## config.mk

```make
export PLATFORM = sky130hd
export DESIGN_NAME = instr_fetch_unit
export DESIGN_NICKNAME = d
export VERILOG_FILES = /design/src/rtl/instr_fetch_unit.sv
export SDC_FILE = /design/constraint.sdc
export NUM_CORES = 1
export LEC_CHECK = 0
export CORE_ASPECT_RATIO = 1.4
export CORE_MARGIN = 2
export CORE_UTILIZATION = 45
export DETAILED_ROUTE_END_ITERATION = 8
export DONT_BUFFER_PORTS = 1
export PLACE_DENSITY = 0.59
export SLEW_MARGIN = 25
export SYNTH_ARGS = -nofsm -noshare
export SYNTH_HDL_FRONTEND = slang
export SYNTH_SLANG_ARGS = --single-unit
```

## constraint.sdc

```tcl
create_clock -name clk -period 7.8 [get_ports clk]
set_clock_uncertainty 0.2 [all_clocks]
set_input_delay 1.56 -clock clk [delete_from_list [all_inputs] [get_ports clk]]
set_output_delay 1.56 -clock clk [all_outputs]
set_load 0.01 [all_outputs]
```

## src/rtl/instr_fetch_unit.sv

```systemverilog
// Fetch stage: owns the PC, fetches 16-bit words over req/ack into a 2-entry
// prefetch FIFO feeding the IR. Optional stall counter under IFETCH_PERF_EN.
module instr_fetch_unit #(
   parameter int            AW       = 8,
   parameter logic [AW-1:0] RESET_PC = '0
) (
   input  logic          clk,
   input  logic          rst,
   output logic          imem_req,
   output logic [AW-1:0] imem_addr,
   input  logic          imem_ack,
   input  logic [15:0]   imem_rdata,
   output logic          ir_valid,
   output logic [15:0]   ir_data,
   output logic [AW-1:0] ir_pc,
   input  logic          ir_ready,
   input  logic          redirect,
   input  logic [AW-1:0] redirect_pc,
   input  logic          halt
`ifdef IFETCH_PERF_EN
   ,
   output logic [15:0]   stall_cycles
`endif
);

   typedef enum logic [1:0] {IDLE, WAIT, DROP, HALTED} state_t;

   state_t        state, state_nx;
   logic          req_nx;
   logic [AW-1:0] addr_nx;
   logic [AW-1:0] fetch_pc, fetch_pc_nx;

   logic [1:0]    count;
   logic [1:0]    count_after_pop;
   logic          rd_ptr, wr_ptr;
   logic [15:0]   fifo_data [2];
   logic [AW-1:0] fifo_pc   [2];
   logic          push, pop;

   // Handshakes: a memory word transfers on any cycle with imem_req & imem_ack,
   // and imem_addr is held while imem_req is high. The FIFO head transfers to
   // the IR on any cycle with ir_valid & ir_ready; the head is held otherwise.
   assign ir_valid = (count != 2'd0);
   assign ir_data  = fifo_data[rd_ptr];
   assign ir_pc    = fifo_pc[rd_ptr];

   // A redirect flushes the FIFO, so a same-cycle pop must not advance anything.
   assign pop             = ir_valid & ir_ready & ~redirect;
   assign count_after_pop = count - {1'b0, pop};

   always_ff @(posedge clk) begin
      if (rst) begin
         state     <= IDLE;
         imem_req  <= 1'b0;
         imem_addr <= RESET_PC;
         fetch_pc  <= RESET_PC;
      end else begin
         state     <= state_nx;
         imem_req  <= req_nx;
         imem_addr <= addr_nx;
         fetch_pc  <= fetch_pc_nx;
      end
   end

   always_comb begin
      state_nx    = state;
      req_nx      = imem_req;
      addr_nx     = imem_addr;
      fetch_pc_nx = fetch_pc;
      push        = 1'b0;
      case (state)
         IDLE: begin
            if (redirect) fetch_pc_nx = redirect_pc;
            if (halt) begin
               state_nx = HALTED;
            end else if (redirect || count_after_pop != 2'd2) begin
               // A redirect empties the FIFO, so a slot is always free then.
               state_nx = WAIT;
               req_nx   = 1'b1;
               addr_nx  = redirect ? redirect_pc : fetch_pc;
            end
         end
         WAIT: begin
            if (redirect) begin
               fetch_pc_nx = redirect_pc;
               if (imem_ack) begin
                  state_nx = IDLE;
                  req_nx   = 1'b0;
               end else begin
                  state_nx = DROP;
               end
            end else if (imem_ack) begin
               push        = 1'b1;
               fetch_pc_nx = imem_addr + AW'(1);
               // After push/pop a slot remains only if the FIFO was otherwise empty.
               if (count_after_pop == 2'd0 && !halt) begin
                  addr_nx = imem_addr + AW'(1);
               end else begin
                  req_nx   = 1'b0;
                  state_nx = halt ? HALTED : IDLE;
               end
            end
         end
         DROP: begin
            if (redirect) fetch_pc_nx = redirect_pc;
            if (imem_ack) begin
               state_nx = IDLE;
               req_nx   = 1'b0;
            end
         end
         HALTED: begin
            if (redirect) fetch_pc_nx = redirect_pc;
            if (!halt) state_nx = IDLE;
         end
         default: state_nx = IDLE;
      endcase
   end

   always_ff @(posedge clk) begin
      if (rst) begin
         count  <= 2'd0;
         rd_ptr <= 1'b0;
         wr_ptr <= 1'b0;
         for (int i = 0; i < 2; i++) begin
            fifo_data[i] <= '0;
            fifo_pc[i]   <= '0;
         end
      end else if (redirect) begin
         count  <= 2'd0;
         rd_ptr <= 1'b0;
         wr_ptr <= 1'b0;
      end else begin
         if (push) begin
            fifo_data[wr_ptr] <= imem_rdata;
            fifo_pc[wr_ptr]   <= imem_addr;
            wr_ptr            <= ~wr_ptr;
         end
         if (pop) rd_ptr <= ~rd_ptr;
         case ({push, pop})
            2'b10:   count <= count + 2'd1;
            2'b01:   count <= count - 2'd1;
            default: count <= count;
         endcase
      end
   end

`ifdef IFETCH_PERF_EN
   // Cycles where the IR wanted an instruction but none was ready; saturating.
   always_ff @(posedge clk) begin
      if (rst) begin
         stall_cycles <= 16'd0;
      end else if (ir_ready && !ir_valid && stall_cycles != 16'hFFFF) begin
         stall_cycles <= stall_cycles + 16'd1;
      end
   end
`endif

endmodule
```

==> metrics.md <==
| Metric | Value |
|---|---|
| Initial cell density of the core | 0.466 |
| Min-Delay Path Depth | 2 |
| Vias in the first global route | 2175 |
| Pre-CTS setup slack | 4550 ps |
| Data arrival, critical path | 1500 ps |
| IR drop worst, VDD | 0.000183 V |
| Clock Tree Root | clkbuf_8 |
| CP Class | reg2out |
| Post-layout nets | 362 |
| Hold WS | 292 ps |
| Final wirelength | 7120 um |
| Vias | 2340 |
| Final Max Tran Viols | 0 |
| Hold Path Class | reg2reg |
| Drc violations | 0 |
| Post-synth cell types | 47 |
| Least-Margin Pin Slew | 768 ps |
| Fill count | 730 |
| Area Overhead vs Synth | 6.52% |
| Hold Violations, Final | 0 |
| Clk Latency, worst-skew pair | 350 ps |
| Overall power | 0.985 mW |
| Worst path cell trace | mux2_2 |
| CP startpoint kind | flip-flop |
| CTS tree | done |
| Power per Cell Area | 255 mW/mm^2 |
| Layout cells sized above 1 | 0.152 |
| CP delay by family, top | flip-flops |
| Most frequent cells in the layout | and2_1, edfxtp_1, mux2_2 |
| Pin count of the biggest net entering global routing | 37 |
| Final WS setup | 4540 ps |
| Clock Pin Slew Worst Setup and Hold Paths | 70 ps |
| R2R setup slack | 5180 ps |
| Critical Path Max Stage Delay | 700 ps |
| 1st-iter DRT viols | 109 |
| Final setup viols | 0 |
| Hpwl dp | 4640 um |
| Status | finished clean |
| Drt pass-1 iters | 4 |
| Post-route cell area | 0.00387 sq mm |
| Leakage | 1.36 nW |
| Placed Area | 0.00371 sq mm |
| Cts repair resizes | 0 |
| Clk buf depth | 2 |
| Yosys warns | 0 |
| Routed wire per std cell | 16.6 um |
| Cell count after synthesis | 332 |
| Tmin final | 3260 ps |
| Max frequency | 306 MHz |
| Die area | 0.00881 sq mm |
| WP buf/inv | 0 |
| Worst EP required | 6040 ps |
| Mean post-synth cell area | 10.9 sq um |
| Max-slew headroom | 0.487 |
| Worst R2R Path Depth | 9 |
| I/O Pins | 64 |
| Grt total ovfl | 0 |
| Worst reg2reg path startpoint | state[0] |
| Via/cell ratio | 5.44 |
| First-pass GRT wire length | 11000 um |
| I/O Buffers | 0 |
| Synth Register Bits | 72 |
| WP depth | 1 |
| GRT Util Overall | 0.168 |
| Core box area | 0.00780 sq mm |
| Syn_nets | 369 |
| H-tree depth | 3 |
| Final period util | 0.419 |
| Die width | 79.9 um |
| Num CTS Buffers | 9 |
| GP Congestion | 0.767 |
| Ant. Diodes | 0 |
| # Post-CTS Setup Buffers | 0 |
| Mapped cell area | 0.00363 sq mm |
| Critical-path top delay cell | dfxtp_2 |
| Remaining antenna violation count | 0 |
| Row Count | 38 |
| R2R Path End | imem_addr[0] |
| Initial antenna violation count | 0 |
| Top_reg_cell synth | edfxtp_1 |
| RSZ-0062 raised after global routing | no |
| CP Capture Type | primary output |
| Max-cap viol count | 0 |
| Hold-fix buffers, CTS | 0 |
| CP endpoint | ir_pc[6] |
| Placed cell count | 414 |
| Fraction of the yosys area taken by sequential cells | 0.529 |
| Crit-path max FO | 24 |
| Non-filler instance count after layout | 430 |
| Clk sinks | 72 |
| Post-synth EDFFs | 48 |
| Final TNS setup | 0 ps |
| Post-layout util | 0.496 |
| Asr flop ratio synth | 0 |
| Die Y | 110 um |
-- worst min path at each step --
stage                            from          end  slack [ps]
after global placement    fetch_pc[2]  fetch_pc[2]         270
after global routing      fetch_pc[2]  fetch_pc[2]         340
final                     fetch_pc[2]  fetch_pc[2]         290
after detailed placement  fetch_pc[2]  fetch_pc[2]         280
after CTS                 fetch_pc[2]  fetch_pc[2]         290
after floorplan           fetch_pc[2]  fetch_pc[2]         250
-- worst reg2reg max path: stages, from the launching register on --
cell and delay (ps):
dfxtp_1 420, ha_1 170, buf_4 270, nand2_2 170, nor2_4 120, inv_2 110, nor4_4 260, o21ai_2 240
or3_1 420, a31oi_1 160
-- kinds of logic (layout without fill, tap and decap cells) --
| kind of cell | count (synthesis) | in the layout | synth area share |
|---|---|---|---|
| xor+xnor | 11 | 11 | 0.0265 |
| buf+inv | 27 | 25 | 0.0303 |
| simple gates | 136 | 136 | 0.211 |
| mux | 29 | 29 | 0.0886 |
| fa+ha+maj | 7 | 7 | 0.0241 |
| compound gates | 50 | 50 | 0.0900 |
| flops | 72 | 72 | 0.529 |
-- Yosys cell counts (all sizes together), types with 6 or more instances --
library cell   n  share of area
and2          48          0.083
edfxtp        48           0.40
mux2          25          0.078
dfxtp         24           0.13
nor2          22          0.025
a21oi         16          0.022
nor3          16          0.022
clkbuf        15          0.016
nand2         15          0.016
nand2b        12          0.021
nor2b         10          0.017
o21ai          8          0.012
buf            7         0.0097
ha             7          0.024
xnor2          7          0.017
a211oi         6          0.012
-- flip-flops by register name, indices dropped and copies added (netlist names), named ones only --
register,cells
fifo_pc,16
wr_ptr,1
count,2
imem_addr,8
fifo_data,32
rd_ptr,1
fetch_pc,8
state,2
imem_req,1
-- routing by layer --
layer	share of wire	GRT usage	vias to the layer above	wire, um
li1	-	-	1161	-
met1	0.40	0.193	1113	2820
met2	0.52	0.278	56	3680
met3	0.070	0.0521	10	498
met4	0.017	0.0944	0	120
met5	0	0	-	0
-- cell type report --
| type | instances | area [sq um] | area share |
|---|---|---|---|
| well taps | 100 | 125 | 0.0324 |
| flip-flops and latches | 72 | 1920 | 0.497 |
| repair buffers | 4 | 30.0 | 0.00777 |
| clock buffers | 12 | 135 | 0.0350 |
| clock inverters | 4 | 21.3 | 0.00550 |
| multi-input cells | 233 | 1610 | 0.417 |
| inverters | 5 | 18.8 | 0.00485 |
-- power by group --
part           switching (mW)  internal (mW)  leakage (nW)  total (mW)
combinational           0.135         0.0969         0.591       0.232
clock                   0.136          0.114        0.0778       0.250
sequential             0.0514          0.451         0.694       0.503
total                   0.323          0.662          1.36       0.985
(Power assumes the default switching activity.)
